[src/rtl/data_wishbone_if.sv]
// Wishbone B4 classic master for MEM-stage data accesses, with a stall-request/hold-data handshake.
// Define WB_TIMEOUT_EN to build the BUSY-state timeout abort and bus_err_o.
module data_wishbone_if #(
   parameter int TIMEOUT_CYCLES = 256,
   parameter int CNT_W          = 9
) (
   input  logic        clk,
   input  logic        rst,
   input  logic [5:0]  stall_i,
   input  logic        flush_i,
   input  logic        cpu_ce_i,
   input  logic [31:0] cpu_addr_i,
   input  logic [31:0] cpu_data_i,
   input  logic        cpu_we_i,
   input  logic [3:0]  cpu_sel_i,
   output logic [31:0] cpu_data_o,
   output logic        stallreq_o,
   output logic        bus_err_o,
   output logic [31:0] wb_adr_o,
   output logic [31:0] wb_dat_o,
   input  logic [31:0] wb_dat_i,
   output logic        wb_we_o,
   output logic [3:0]  wb_sel_o,
   output logic        wb_stb_o,
   output logic        wb_cyc_o,
   input  logic        wb_ack_i
);

   typedef enum logic [1:0] {
      IDLE           = 2'b00,
      BUSY           = 2'b01,
      WAIT_FOR_STALL = 2'b10
   } state_t;

   state_t      state_q, state_d;
   logic [31:0] wb_adr_q, wb_adr_d;
   logic [31:0] wb_dat_q, wb_dat_d;
   logic        wb_we_q, wb_we_d;
   logic [3:0]  wb_sel_q, wb_sel_d;
   logic        wb_cyc_q, wb_cyc_d;
   logic [31:0] rd_buf_q, rd_buf_d;
   logic        timeout_s;

`ifdef WB_TIMEOUT_EN
   logic [CNT_W-1:0] cnt_q, cnt_d;

   assign timeout_s = (state_q == BUSY) && !wb_ack_i && !flush_i &&
                      (cnt_q == CNT_W'(TIMEOUT_CYCLES - 1));

   // Timeout counter: counts consecutive BUSY cycles, zero everywhere else.
   always_comb begin
      if ((state_q == BUSY) && (state_d == BUSY)) begin
         cnt_d = cnt_q + CNT_W'(1);
      end else begin
         cnt_d = '0;
      end
   end

   // Timeout counter register.
   always_ff @(posedge clk or negedge rst) begin
      if (!rst) begin
         cnt_q <= '0;
      end else begin
         cnt_q <= cnt_d;
      end
   end
`else
   assign timeout_s = 1'b0;
`endif

   // Next-state and next bus-register values.
   always_comb begin
      state_d  = state_q;
      wb_adr_d = wb_adr_q;
      wb_dat_d = wb_dat_q;
      wb_we_d  = wb_we_q;
      wb_sel_d = wb_sel_q;
      wb_cyc_d = wb_cyc_q;
      rd_buf_d = rd_buf_q;
      case (state_q)
         IDLE: begin
            if (cpu_ce_i && !flush_i) begin
               wb_adr_d = cpu_addr_i;
               wb_dat_d = cpu_data_i;
               wb_we_d  = cpu_we_i;
               wb_sel_d = cpu_sel_i;
               wb_cyc_d = 1'b1;
               state_d  = BUSY;
            end else begin
               state_d  = IDLE;
            end
         end
         BUSY: begin
            if (flush_i || wb_ack_i || timeout_s) begin
               wb_adr_d = 32'h0000_0000;
               wb_dat_d = 32'h0000_0000;
               wb_we_d  = 1'b0;
               wb_sel_d = 4'b0000;
               wb_cyc_d = 1'b0;
               if (flush_i) begin
                  state_d = IDLE;
               end else begin
                  // Timeout ends like an ack but leaves an empty read buffer.
                  if (timeout_s) begin
                     rd_buf_d = 32'h0000_0000;
                  end else if (!wb_we_q) begin
                     rd_buf_d = wb_dat_i;
                  end else begin
                     rd_buf_d = rd_buf_q;
                  end
                  state_d = (stall_i != 6'b000000) ? WAIT_FOR_STALL : IDLE;
               end
            end else begin
               state_d = BUSY;
            end
         end
         WAIT_FOR_STALL: begin
            if (flush_i) begin
               rd_buf_d = 32'h0000_0000;
               state_d  = IDLE;
            end else if (stall_i == 6'b000000) begin
               state_d  = IDLE;
            end else begin
               state_d  = WAIT_FOR_STALL;
            end
         end
         default: begin
            wb_adr_d = 32'h0000_0000;
            wb_dat_d = 32'h0000_0000;
            wb_we_d  = 1'b0;
            wb_sel_d = 4'b0000;
            wb_cyc_d = 1'b0;
            state_d  = IDLE;
         end
      endcase
   end

   // FSM state and registered Wishbone outputs.
   always_ff @(posedge clk or negedge rst) begin
      if (!rst) begin
         state_q  <= IDLE;
         wb_adr_q <= 32'h0000_0000;
         wb_dat_q <= 32'h0000_0000;
         wb_we_q  <= 1'b0;
         wb_sel_q <= 4'b0000;
         wb_cyc_q <= 1'b0;
         rd_buf_q <= 32'h0000_0000;
      end else begin
         state_q  <= state_d;
         wb_adr_q <= wb_adr_d;
         wb_dat_q <= wb_dat_d;
         wb_we_q  <= wb_we_d;
         wb_sel_q <= wb_sel_d;
         wb_cyc_q <= wb_cyc_d;
         rd_buf_q <= rd_buf_d;
      end
   end

   // Pipeline-facing handshake: stall request and load data.
   always_comb begin
      stallreq_o = 1'b0;
      cpu_data_o = 32'h0000_0000;
      case (state_q)
         IDLE: begin
            stallreq_o = cpu_ce_i && !flush_i;
         end
         BUSY: begin
            stallreq_o = !(wb_ack_i || flush_i || timeout_s);
            if (wb_ack_i && !flush_i && !wb_we_q) begin
               cpu_data_o = wb_dat_i;
            end else begin
               cpu_data_o = 32'h0000_0000;
            end
         end
         WAIT_FOR_STALL: begin
            cpu_data_o = rd_buf_q;
         end
         default: begin
            stallreq_o = 1'b0;
         end
      endcase
   end

   assign bus_err_o = timeout_s;
   assign wb_adr_o  = wb_adr_q;
   assign wb_dat_o  = wb_dat_q;
   assign wb_we_o   = wb_we_q;
   assign wb_sel_o  = wb_sel_q;
   assign wb_stb_o  = wb_cyc_q;
   assign wb_cyc_o  = wb_cyc_q;

endmodule

[config.mk]
export PLATFORM = sky130hd
export DESIGN_NAME = data_wishbone_if
export DESIGN_NICKNAME = d
export VERILOG_FILES = /design/src/rtl/data_wishbone_if.sv
export SDC_FILE = /design/constraint.sdc
export NUM_CORES = 1
export LEC_CHECK = 0
export BUFFER_PORTS_ARGS = -buffer_cell sky130_fd_sc_hd__buf_4
export CAP_MARGIN = 20
export CELL_PAD_IN_SITES_DETAIL_PLACEMENT = 0
export CELL_PAD_IN_SITES_GLOBAL_PLACEMENT = 1
export CORE_MARGIN = 1.5
export CORE_UTILIZATION = 35
export CTS_CLUSTER_DIAMETER = 150
export CTS_CLUSTER_SIZE = 16
export DETAILED_ROUTE_END_ITERATION = 12
export GPL_TIMING_DRIVEN = 1
export PLACE_DENSITY = 0.88
export SLEW_MARGIN = 20
export SYNTH_ARGS = -nofsm -noshare
export SYNTH_HDL_FRONTEND = slang
export SYNTH_SLANG_ARGS = --single-unit
[constraint.sdc]
create_clock -name clk -period 2.22 [get_ports clk]
set_input_delay 0.444 -clock clk [delete_from_list [all_inputs] [get_ports clk]]
set_output_delay 0.444 -clock clk [all_outputs]
set_load 0.01 [all_outputs]
; ---- Yosys cells after proc, flatten, opt, wreduce, memory -nomap -nowiden
; Index checks and enable logic that the tools add are counted.
[op_classes]
bitwise_logic = 1
n_reduce_logical = 13
n_eq_ne = 7
mux = 28
[ops]
columns = op, n
row1 = $mux W32, 8
row2 = $pmux W32 S3, 2
row3 = $pmux W32 S2, 2
row4 = $pmux W4 S3, 1
row5 = $mux W2, 5
row6 = $ne A2 B2 Y1 const B, 5
row7 = $mux W4, 2
row8 = $logic_not A6 Y1, 1
row9 = $pmux W1 S3, 2
row10 = $pmux W2 S3, 1
row11 = $reduce_bool A6 Y1, 1
row12 = $reduce_and A5 Y1, 1
row13 = $mux W1, 4
row14 = $logic_and A1 B1 Y1, 3
row15 = $logic_not A1 Y1, 3
row16 = $reduce_and A3 Y1, 1
row17 = $eq A2 B1 Y1 const B, 1
row18 = $eq A2 B2 Y1 const B, 1
row19 = $logic_not A2 Y1, 1
row20 = $pmux W1 S2, 1
row21 = $reduce_bool A2 Y1, 1
row22 = $logic_or A1 B1 Y1, 1
row23 = $not A1 Y1, 1
[totals]
inputBits = 112
regBits = 104
elab_cells = 56
output_inout_bits = 105

; ---- Logic depth before layout (Yosys ltp)
[logic_depth]
ltp_word = 5
mapped_depth = 7
mapped_depth_nobuf = 5

; ---- Worst setup path before layout
; Ideal clock, no wire load.
[synth_timing]
path_kind = flip-flop to output port
from = register state_q[1]
to = output cpu_data_o[0]
path_buffers = 1
slack_ns = 0.254
path_stages_with_launch = 7
required_time_ns = 1.776
arrival_ns = 1.522
cell_sequence = dfrtp_1 > inv_1 > ha_1 > nand2_1 > nor4b_4 > buf_2 > a22o_1
[synth_via]
elab_chain_len = 2
elab_cells_between_ends = 3
cone_classes = eq/ne: 2 / mux: 1
[synth_lines]
columns = element, line
row1 = start: declaration, 35  ; state_t state_q, state_d;
row2 = start signal: assignment, 149  ; state_q <= state_d;
row3 = $eq A2 B2 Y1 / $eq A2 B1 Y1 (equally long branches), 163  ; case (state_q)
row4 = $pmux W32 S2 (*), 163
row5 = end: declaration, 16  ; output logic [31:0] cpu_data_o,
; Mark *: on every way between the ends. The rest lies on a longest branch, timed or not.

; ---- Worst setup path after layout
[layout_timing]
from = register state_q[0]
to = output cpu_data_o[4]
; The elaborated chain is that of the path after synthesis.

==> run summary <==
The root buffer cell chosen for the clock tree is clkbuf_16. The total power divided by cell area came out at 786 nW/um2. The routed design could run at a clock period as short as 2430 ps. TritonCTS built the clock tree.

The tools report the total nets after synthesis as 473. The worst setup path is of the flip-flop to output pin kind. The maximum buffer depth of the clock tree was 2; the maximum fanout along the worst path was 6. Proportion of synthesized chip area in sequential cells: 57.8%. By area the synthesized netlist is led by dfrtp_1 (58%), a22o_1 (20%), mux2i_1 (7.1%), inv_1 (3.0%), nand2_1 (2.8%).

Counting distinct cell types in the post-synthesis netlist gives 25. The clock sink count is 104, and the number of antenna violations at the first check in global routing is 0. The logs give -211 ps for the final worst setup slack and 689 for the number of nets in the final layout.

For the initial detailed-routing violation count, the log shows 218. The endpoint class of the critical path was an output pin. The die is 116 um wide. After detailed routing, the average wire length per cell comes to 15.5 um.

Yosys printed 0 warnings. The final-report hold violation count is 0. The final global-route overflow total came out at 0.

The average instance in the mapped netlist occupies 12.6 um2. The highest ir drop seen on vdd was 0.000350 V; the relative area change from synthesis to final layout was 50.0%. For this configuration, the core starts out at a cell density of 35.8%. For the relative slew slack, the log shows 64.8%. Setup violations remaining at the end of the flow were counted as 32. The die covers 13,600 um2. Across the run, the number of max-cap violations was 0.

The run gives 4 as the iteration count of the initial detailed-routing pass. Entering global routing, the biggest net connects 71 pins. The worst clock skew is 9.58 ps. The clock-pin slew on the worst setup and hold paths is 80 ps. Clock tree synthesis inserted a total of 9 buffers. The leakage dissipation was 3.49 nW. The flow ran to the end, but the final reports show violations. STA puts the critical path data required time at 1780 ps.

The final route contains 3,608 vias. In this run the core area contains 41 standard-cell rows. Cells with a size suffix above 1 make up 45.3% of the layout.

The final max-slew violation count was 0. The library cells used most frequently in the layout, excluding fill and tap cells, are buf_4 (216), dfrtp_1 (103), a22o_1 (101), inv_1 (34), nand2_1 (33). For the number of ports placed on the die boundary, the log shows 217.

The core outline area came out at 12,600 um2. Timing would allow up to 411 MHz. The filler cells instantiated in the layout total 1,096. Kind of path behind the tightest hold check: primary input to flip-flop.

The port buffer count came out at 215. Before CTS, the worst setup slack after placement is 94.7 ps. After legalization and detailed placement, the total HPWL measured 8190 um. The tools report the data arrival time at the worst-slack endpoint as 1990 ps.

The via count of the first global-routing pass is 3,616. The later pin in the worst-skew pair is clocked with a latency of 340 ps. After detailed routing, the number of vias per cell comes to 4.81. The run gives 0 as the number of diodes added for antenna fixing. The checks that failed: setup timing. The congestion estimate from routability-driven global placement came to 0.740. In this run the vertical extent of the chip is 116 um. The largest total area in the synthesized netlist belongs to dfrtp_1. Commonest non-fill, non-tap cell in the layout: buf_4. Of the available clock period, the critical path in the final layout requires 109%.

For the global-route usage over all layers, the log shows 17.6%. The first global-routing pass estimated 18,200 um of wire. The post-detailed-routing wire length is 11,700 um. Setup repair after global routing could not meet its margin everywhere. STA classifies the critical path startpoint as a flip-flop. For the pin with the worst max-slew slack, the measured transition is 528 ps. H-tree depth: 3. The worst hold slack after final layout was 307 ps. The DRC violation count after routing is 0. After synthesis the netlist holds a flip-flop and latch count of 104. The top cell type by area accounts for 57.8% of the synthesized area. The count of nets left with antenna violations once routing finished came out at 0.

The synthesized area came out at 4500 um2. The synthesized instance count came out at 357.
-- cell usage after synthesis --
library cell and instances:
dfrtp_1 104, a22o_1 101, inv_1 36, nand2_1 34
mux2i_1 32, buf_6 11, clkbuf_1 9, buf_2 7
ha_1 4, buf_4 3, nor4b_4 2, a2111oi_0 1
a211oi_1 1, a21o_1 1, a21oi_1 1, and2_0 1
conb_1 1, nand2b_2 1, nand3b_1 1, nor2b_2 1
nor3_1 1, nor4_4 1, o211ai_1 1, o221ai_2 1
or4_1 1
-- layout make-up --
type	count	area, um2	share of cell area [%]
Sequential cell	104	2600	38.6
Timing Repair Buffer	235	1910	28.3
Multi-Input combinational cell	187	1610	23.8
Clock buffer	10	229	3.39
Tap cell	172	215	3.19
Inverter	36	135	2.00
Clock inverter	6	51.3	0.760
-- state kept, by name (all words and copies together), names as in the netlist --
| signal | flops |
|---|---|
| state_q | 2 |
| rd_buf_q | 32 |
| wb_cyc_o | 1 |
| wb_dat_o | 32 |
| wb_we_o | 1 |
| wb_sel_o | 4 |
| wb_adr_o | 32 |
-- layer usage --
| layer | share of wire (%) | GRT usage, % | vias to the layer above | routed length (um) |
|---|---|---|---|---|
| met5 | 0 | 0 | - | 0 |
| met4 | 1.9 | 6.26 | 0 | 225 |
| met2 | 48 | 28.2 | 156 | 5650 |
| li1 | - | - | 1713 | - |
| met3 | 7.6 | 5.50 | 19 | 886 |
| met1 | 42 | 22.5 | 1720 | 4900 |
-- critical path, cell delays in order, from the launching register on --
cell and delay [ps]:
dfrtp_2 440, inv_2 110, ha_4 210, nor4b_4 130, buf_6 130, buf_12 120
buf_12 120, a22o_1 230, buf_4 140
-- power breakdown --
| part | total [mW] | switching [mW] | internal, mW |
|---|---|---|---|
| Clock | 1.50 | 0.720 | 0.776 |
| Sequential | 2.55 | 0.253 | 2.30 |
| Combinational | 1.26 | 0.567 | 0.689 |
-- worst paths after layout --
check	start	to	slack [ps]	cells after the start
max	state_q[0]	cpu_data_o[4]	-210	8
min	cpu_data_i[10]	wb_dat_o[10]	310	2
max reg2reg	state_q[1]	wb_dat_o[15]	200	8
min reg2reg	wb_dat_o[29]	wb_dat_o[29]	510	1
max in group asynchronous	rst	state_q[0]	910	3
min in group asynchronous	rst	wb_adr_o[2]	530	2
-- logic make-up (layout without fill, tap and decap cells) --
family	count (synthesis)	in the layout	share of synthesized area (%)
AO/OA/AOI/OAI	107	107	20.8
flip-flops	104	104	57.8
buffers and inverters	66	287	7.78
AND/OR/NAND/NOR	43	43	5.34
multiplexers	32	32	7.11
adder cells (fa/ha/maj)	4	4	1.11
other	1	1	0.0833
-- metrics by stage --
stage | utilization (%) | instance area [um2] | std cells | setup TNS [ps] | power (mW)
after floorplan | - | 4500 | 357 | 0 | 3.15
after global placement | 50.0 | 6290 | 725 | 0 | 3.77
after detailed placement | 50.0 | 6290 | 725 | 0 | 3.83
after CTS | 53.8 | 6760 | 750 | -6460 | 5.36
after global routing | 53.7 | 6750 | 750 | -7860 | 5.62
final | 53.7 | 6750 | 750 | -4610 | 5.30
-- repair_timing --
| action | 4_1_cts | 5_1_grt |
|---|---|---|
| hold buffers | 1 | 0 |
| setup buffers | 6 | 2 |
| resized for setup | 16 | 8 |
| cloned | 2 | 0 |
| pin swaps | 11 | 10 |
| setup endpoints to repair | 32 | 32 |
| endpoints found under the hold margin | 16 | 0 |
No activity file was read; power rests on OpenSTA's default activity.
